[config.mk]
export PLATFORM = sky130hd
export DESIGN_NAME = vga_text_renderer_flat
export DESIGN_NICKNAME = d
export VERILOG_FILES = /design/src/rtl/vga_text_renderer_pkg.sv /design/src/rtl/vga_text_renderer_if.sv /design/src/rtl/vga_text_renderer_blink_ctrl.sv /design/src/rtl/vga_text_renderer.sv /design/src/flat_wrapper.sv
export SDC_FILE = /design/constraint.sdc
export NUM_CORES = 1
export LEC_CHECK = 0
export ABC_AREA = 1
export CORE_UTILIZATION = 40
export DETAILED_ROUTE_END_ITERATION = 7
export PLACE_DENSITY = 0.81
export SYNTH_ARGS = -nofsm -noshare
export SYNTH_HDL_FRONTEND = slang
export SYNTH_SLANG_ARGS = --single-unit
[constraint.sdc]
create_clock -name clk_i -period 3.21 [get_ports clk_i]
set_input_delay 0.642 -clock clk_i [delete_from_list [all_inputs] [get_ports clk_i]]
set_output_delay 0.642 -clock clk_i [all_outputs]
set_load 0.01 [all_outputs]
[src/rtl/vga_text_renderer_pkg.sv]
// Shared types and constants for the text-mode renderer: char-map attribute
// layout, default geometry and the 16-colour CGA palette.
package vgachargen_pkg;

    localparam int DEF_CHAR_W = 8;
    localparam int DEF_CHAR_H = 16;
    localparam int DEF_COLS   = 80;
    localparam int DEF_ROWS   = 30;

    // Packed so that the low 17 bits of a char-map word cast straight onto it.
    typedef struct packed {
        logic       blink;
        logic [3:0] bg;
        logic [3:0] fg;
        logic [7:0] code;
    } char_attr_t;

    localparam logic [11:0] PALETTE [0:15] = '{
        12'h000, 12'h00A, 12'h0A0, 12'h0AA,
        12'hA00, 12'hA0A, 12'hA50, 12'hAAA,
        12'h555, 12'h55F, 12'h5F5, 12'h5FF,
        12'hF55, 12'hF5F, 12'hFF5, 12'hFFF
    };

endpackage

[src/rtl/vga_text_renderer_if.sv]
// Read-side bus to the char-map BRAM (port B) and the font ROM; both answer
// one cycle after the address is presented.
interface vga_text_renderer_if #(
    parameter int CH_ADDR_WIDTH   = 12,
    parameter int CH_DATA_WIDTH   = 32,
    parameter int FONT_ADDR_WIDTH = 12,
    parameter int CHAR_W          = 8
);
    logic [CH_ADDR_WIDTH-1:0]   ch_addr;
    logic [CH_DATA_WIDTH-1:0]   ch_data;
    logic [FONT_ADDR_WIDTH-1:0] font_addr;
    logic [CHAR_W-1:0]          font_data;

    modport master (output ch_addr, output font_addr, input ch_data, input font_data);
    modport slave  (input ch_addr, input font_addr, output ch_data, output font_data);
endinterface

[src/rtl/vga_text_renderer_blink_ctrl.sv]
// Frame counter clocked by vsync falling edges; flips blink_phase every
// BLINK_FRAMES frames. Phase can only move at vsync, never mid-frame.
module vga_blink_ctrl #(
    parameter int BLINK_FRAMES = 30
) (
    input  logic clk_i,
    input  logic rst_i,
    input  logic vsync_i,
    output logic blink_phase_o
);
    localparam int CW = (BLINK_FRAMES > 1) ? $clog2(BLINK_FRAMES) : 1;

    logic [CW-1:0] cnt_q, cnt_d;
    logic          phase_q, phase_d;
    logic          vs_prev_q;

    always_comb begin
        cnt_d   = cnt_q;
        phase_d = phase_q;
        if (vs_prev_q && !vsync_i) begin
            if (cnt_q == CW'(BLINK_FRAMES - 1)) begin
                cnt_d   = '0;
                phase_d = !phase_q;
            end else begin
                cnt_d = cnt_q + CW'(1);
            end
        end
    end

    // Previous vsync resets high so leaving reset never looks like an edge.
    always_ff @(posedge clk_i or posedge rst_i) begin
        if (rst_i) begin
            cnt_q     <= '0;
            phase_q   <= 1'b0;
            vs_prev_q <= 1'b1;
        end else begin
            cnt_q     <= cnt_d;
            phase_q   <= phase_d;
            vs_prev_q <= vsync_i;
        end
    end

    assign blink_phase_o = phase_q;
endmodule

[src/rtl/vga_text_renderer.sv]
// Three-stage text renderer: pixel -> char-map address -> font row -> RGB,
// with syncs delayed to stay aligned with the colour output.
module vga_text_renderer
    import vgachargen_pkg::*;
#(
    parameter int CHAR_W        = DEF_CHAR_W,
    parameter int CHAR_H        = DEF_CHAR_H,
    parameter int COLS          = DEF_COLS,
    parameter int ROWS          = DEF_ROWS,
    parameter int CH_ADDR_WIDTH = 12,
    parameter int CH_DATA_WIDTH = 32,
    parameter int BLINK_FRAMES  = 30
) (
    input  logic        clk_i,
    input  logic        rst_i,
    input  logic [9:0]  x_i,
    input  logic [9:0]  y_i,
    input  logic        active_i,
    input  logic        hsync_i,
    input  logic        vsync_i,
    vga_text_renderer_if.master mem,
    output logic [11:0] rgb_o,
    output logic        hsync_o,
    output logic        vsync_o,
    output logic        active_o
);
    localparam int FONT_ADDR_WIDTH = 8 + $clog2(CHAR_H);
    localparam int GXW = $clog2(CHAR_W);
    localparam int GYW = $clog2(CHAR_H);

    logic [9:0]     col, row;
    logic           in_text;
    logic           in_text_s1_q, in_text_s2_q;
    logic [GYW-1:0] gy_s1_q;
    logic [GXW-1:0] gx_s1_q, gx_s2_q;
    char_attr_t     attr_d, attr_s2_q;
    logic           pix, show_fg, blink_phase;
    logic [11:0]    rgb_d, rgb_q;
    logic [2:0][2:0] sync_q;   // {hsync, vsync, active} per stage
    logic           unused_ch_bits;

    vga_blink_ctrl #(.BLINK_FRAMES(BLINK_FRAMES)) u_blink (
        .clk_i        (clk_i),
        .rst_i        (rst_i),
        .vsync_i      (vsync_i),
        .blink_phase_o(blink_phase)
    );

    always_comb begin
        col     = x_i >> GXW;
        row     = y_i >> GYW;
        in_text = active_i && (32'(col) < 32'(COLS)) && (32'(row) < 32'(ROWS));
        mem.ch_addr = in_text ? CH_ADDR_WIDTH'(32'(row) * 32'(COLS) + 32'(col)) : '0;
    end

    always_comb begin
        attr_d        = char_attr_t'(mem.ch_data[16:0]);
        mem.font_addr = {attr_d.code, gy_s1_q};
    end

    // Leftmost pixel is the font row MSB; blink only suppresses foreground.
    always_comb begin
        pix     = mem.font_data[GXW'(CHAR_W - 1) - gx_s2_q];
        show_fg = pix && !(attr_s2_q.blink && blink_phase);
        rgb_d   = 12'h000;
        if (in_text_s2_q)
            rgb_d = PALETTE[show_fg ? attr_s2_q.fg : attr_s2_q.bg];
    end

    assign unused_ch_bits = ^mem.ch_data[CH_DATA_WIDTH-1:17];

    always_ff @(posedge clk_i or posedge rst_i) begin
        if (rst_i) begin
            in_text_s1_q <= 1'b0;
            gy_s1_q      <= '0;
            gx_s1_q      <= '0;
            in_text_s2_q <= 1'b0;
            gx_s2_q      <= '0;
            attr_s2_q    <= '0;
            rgb_q        <= '0;
            sync_q       <= {3{3'b110}};
        end else begin
            in_text_s1_q <= in_text;
            gy_s1_q      <= y_i[GYW-1:0];
            gx_s1_q      <= x_i[GXW-1:0];
            in_text_s2_q <= in_text_s1_q;
            gx_s2_q      <= gx_s1_q;
            attr_s2_q    <= attr_d;
            rgb_q        <= rgb_d;
            sync_q       <= {sync_q[1:0], {hsync_i, vsync_i, active_i}};
        end
    end

    assign rgb_o                        = rgb_q;
    assign {hsync_o, vsync_o, active_o} = sync_q[2];
endmodule

[src/flat_wrapper.sv]
// flat-port wrapper written by rule: the top's interface ports become plain ports
module vga_text_renderer_flat import vgachargen_pkg::*;
#(
    parameter int CHAR_W        = DEF_CHAR_W,
    parameter int CHAR_H        = DEF_CHAR_H,
    parameter int COLS          = DEF_COLS,
    parameter int ROWS          = DEF_ROWS,
    parameter int CH_ADDR_WIDTH = 12,
    parameter int CH_DATA_WIDTH = 32,
    parameter int BLINK_FRAMES  = 30
)
  (clk_i, rst_i, x_i, y_i, active_i, hsync_i, vsync_i, rgb_o, hsync_o, vsync_o, active_o, mem_ch_addr, mem_font_addr, mem_ch_data, mem_font_data);
  vga_text_renderer_if #(.CH_ADDR_WIDTH(CH_ADDR_WIDTH), .CH_DATA_WIDTH(CH_DATA_WIDTH), .FONT_ADDR_WIDTH(12), .CHAR_W(CHAR_W)) mem_i ();
  input  logic clk_i;
  input  logic rst_i;
  input  logic [9:0] x_i;
  input  logic [9:0] y_i;
  input  logic active_i;
  input  logic hsync_i;
  input  logic vsync_i;
  output logic [11:0] rgb_o;
  output logic hsync_o;
  output logic vsync_o;
  output logic active_o;
  output wire logic [$bits(mem_i.ch_addr)-1:0] mem_ch_addr;
  output wire logic [$bits(mem_i.font_addr)-1:0] mem_font_addr;
  input wire logic [$bits(mem_i.ch_data)-1:0] mem_ch_data;
  input wire logic [$bits(mem_i.font_data)-1:0] mem_font_data;
  assign mem_ch_addr = mem_i.ch_addr;
  assign mem_font_addr = mem_i.font_addr;
  assign mem_i.ch_data = mem_ch_data;
  assign mem_i.font_data = mem_font_data;
  vga_text_renderer #(.CHAR_W(CHAR_W), .CHAR_H(CHAR_H), .COLS(COLS), .ROWS(ROWS), .CH_ADDR_WIDTH(CH_ADDR_WIDTH), .CH_DATA_WIDTH(CH_DATA_WIDTH), .BLINK_FRAMES(BLINK_FRAMES)) u_core (.clk_i(clk_i), .rst_i(rst_i), .x_i(x_i), .y_i(y_i), .active_i(active_i), .hsync_i(hsync_i), .vsync_i(vsync_i), .mem(mem_i), .rgb_o(rgb_o), .hsync_o(hsync_o), .vsync_o(vsync_o), .active_o(active_o));
endmodule
==> run summary <==
Seq pwr share: 43.9%
Fin. Hold Viols: 0
hold_buf cts: 0
gr usage total: 16.56%
fin nets: 381
Initial Utilization: 42.22%
Die Y-Extent: 73.08 um
die area: 5340 sq um
actual slew at the worst max-slew pin: 0.4778 ns
CP required: 2.57 ns
detailed-route via count: 1692
Cells after DPL: 357
CP max-delay cell: fa_2
core footprint: 4786 sq um
Startpoint Class: input pin
Max Slew Vio Count: 0
area grow syn2layout: 50.03%
H-tree depth: 2
sw frac: 26.77%
Seq/Total Area, Yosys: 51.15%
placed cell areas: 2814 sq um
P_sw: 0.0003717 W
WP buf/inv: 3
fmax: 319.2 MHz
pre-CTS setup slack: -0.6354 ns
clock-pin slew on the worst setup and hold paths: 0.07 ns
Detailed Route Iter0 Violations: 72
total CTS buffers: 5
initial antenna violation count: 0
Combinational Power Share: 26.5%
setup TNS: 0 ns
clock latency on the worst-skew pair: 0.29 ns
Syn. warnings: 0
synthesized area per cell: 9.185 sq um
Crit Path Max Fanout: 3
antenna viol nets, final: 0
Min-Delay Path Class: flip-flop to flip-flop
First-pass DRT Iterations: 4
worst endpoint data arrival time: 2.49 ns
CP endpoint kind: output port
RePlAce Congestion: 0.8405
pwr dens: 457.9 nW/um^2
largest net degree at the start of global routing: 42
CTS root buf: clkbuf_8
post-synthesis net count: 300
CTS sink count: 41
CTS max path bufs: 2
maxcap violations: 0
remaining global-route overflow: 0
first-pass GRT wire length: 6637 um
Slew headroom: 68.15%
Pleak: 1.504 nW
Final min period: 3.133 ns
final WL: 4189 um
share of layout cells above drive strength 1: 20.53%
period utilization: 97.60%
Worst path top cell family by delay: adder cells
DRC violations left: 0
Cell Rows: 25
setup violators final: 0
IO buf count: 72
io pins: 104
Synth Register Bits: 41
dpl hpwl: 3074 um
WL per Instance: 11.35 um
critical path cell sequence: dlygate4sd2_1 > ha_4 > inv_1 > fa_2 > xnor2_2 > nand2_2 > nor2_2 > o21ai_1 > a21oi_1 > buf_2
number of library cell types mapped by synthesis: 25
cell area after layout: 3032 sq um
non-filler cells, final: 369
CTS tree: yes
slowest stage delay, CP: 0.42 ns
run status: completed
Setup WS post-layout: 0.07707 ns
kind of critical path: input pin to output port
Int Pwr: 0.001017 W
Vias/cell: 4.585
Cell Area, Synth: 2021 sq um
# diodes: 0
Setup Skew: 0.004243 ns
Clk pwr share: 29.6%
Die X: 73.08 um
Gate Count Post-Synth: 220
vias in the first global route: 1635
VDD IR max: 193.8 uV
==> state kept, by name, summed over array words and instances (netlist names) <==
| register | count |
|---|---|
| u_core.u_blink.cnt_q | 5 |
| u_core.rgb_o | 5 |
| u_core.gx_s1_q | 3 |
| u_core.sync_q | 6 |
| u_core.vsync_o | 1 |
| u_core.gx_s2_q | 3 |
| u_core.u_blink.blink_phase_o | 1 |
| u_core.in_text_s1_q | 1 |
| u_core.attr_s2_q | 9 |
| u_core.in_text_s2_q | 1 |
| u_core.hsync_o | 1 |
| u_core.active_o | 1 |
| u_core.gy_s1_q | 4 |
==> synth_stat cells, drive strengths merged <==
cell type	n	area, sq um
ha	13	162.7
buf	16	116.4
xnor2	2	17.52
a21oi	8	40.04
nor3	1	5.000
nand3	12	77.58
nor4	1	6.260
dfstp	6	157.7
nand4	7	43.79
o21ai	8	40.04
and3	1	6.260
xor2	3	26.28
nand2	39	148.9
dfrtp	35	875.8
or2	1	6.260
nor2	25	96.35
nor3b	1	7.510
fa	2	40.04
inv	39	146.4
==> per-stage QoR <==
stage	total power (W)	hold WS, ns	util [%]
4_1_cts	0.001384	0.3525	61.96
5_1_grt	0.001476	0.3541	63.35
3_5_place_dp	0.0009508	0.3356	58.80
3_3_place_gp	0.0009384	0.3339	58.80
6_report	0.001388	0.3483	63.35
2_1_floorplan	0.0008112	0.3312	-
==> placed cells by master (no fill, tap or decap), drive strengths merged <==
cell,instances
buf,21
inv,39
o21ai,8
nor2,25
xor2,3
nor3b,1
or2,1
clkdlybuf4s50,59
dlygate4sd2,5
fa,2
dfrtp,35
xnor2,2
dlymetal6s2s,2
nand2,39
ha,13
nor4,1
clkbuf,10
and3,1
bufinv,1
nand3,12
nand4,7
dfstp,6
a21oi,8
nor3,1
==> power groups by stage <==
stage | logic (W) | clock network [W] | registers (W)
2_1_floorplan | 0.000194 | 0 | 0.000617
3_3_place_gp | 0.000320 | 0 | 0.000618
3_5_place_dp | 0.000332 | 0 | 0.000619
4_1_cts | 0.000345 | 0.000428 | 0.000610
5_1_grt | 0.000413 | 0.000448 | 0.000615
6_report | 0.000367 | 0.000411 | 0.000609
==> what timing repair did <==
action                     in CTS  in global routing
pin swaps                       6                 11
setup endpoints to repair       7                 10
setup buffers                   0                  4
resized for setup              34                 17
==> path summary, 6_finish.rpt <==
path,from,to,slack (ns),depth (start not counted)
min in group asynchronous,rst_i,u_core.gy_s1_q[0],0.82,3
worst min-delay path,u_core.sync_q[0],u_core.sync_q[3],0.35,0
worst min register to register,u_core.sync_q[0],u_core.sync_q[3],0.35,0
worst max-delay path,y_i[8],mem_ch_addr[11],0.08,10
max in group asynchronous,rst_i,u_core.sync_q[2],2.03,3
worst max register to register,u_core.sync_q[1],u_core.u_blink.cnt_q[4],1.68,7
==> layout make-up <==
| class | count | area (sq um) |
|---|---|---|
| fill | 386 | 1754 |
| sequential | 41 | 1033 |
| multi-input combinational | 124 | 827.0 |
| timing repair buffer | 90 | 824.5 |
| inverter | 39 | 146.4 |
| clock buffer | 7 | 86.33 |
| tap | 67 | 83.83 |
| clock inverter | 1 | 30.03 |
==> per-layer routing <==
layer,track usage [%],vias to the layer above,wire (um)
met4,6.536,0,65
met3,7.044,6,423
met2,31.38,64,2170
li1,-,834,-
met1,15.41,788,1529
met5,0,-,0
==> cell families (layout without fill, tap and decap cells) <==
logic type | Yosys count | after routing | synth area share (%)
flops | 41 | 41 | 51.15
buf+inv | 55 | 137 | 13.00
fa+ha+maj | 15 | 15 | 10.03
compound gates | 16 | 16 | 3.963
simple gates | 88 | 88 | 19.69
xor+xnor | 5 | 5 | 2.168
No activity file was read; power rests on OpenSTA's default activity.
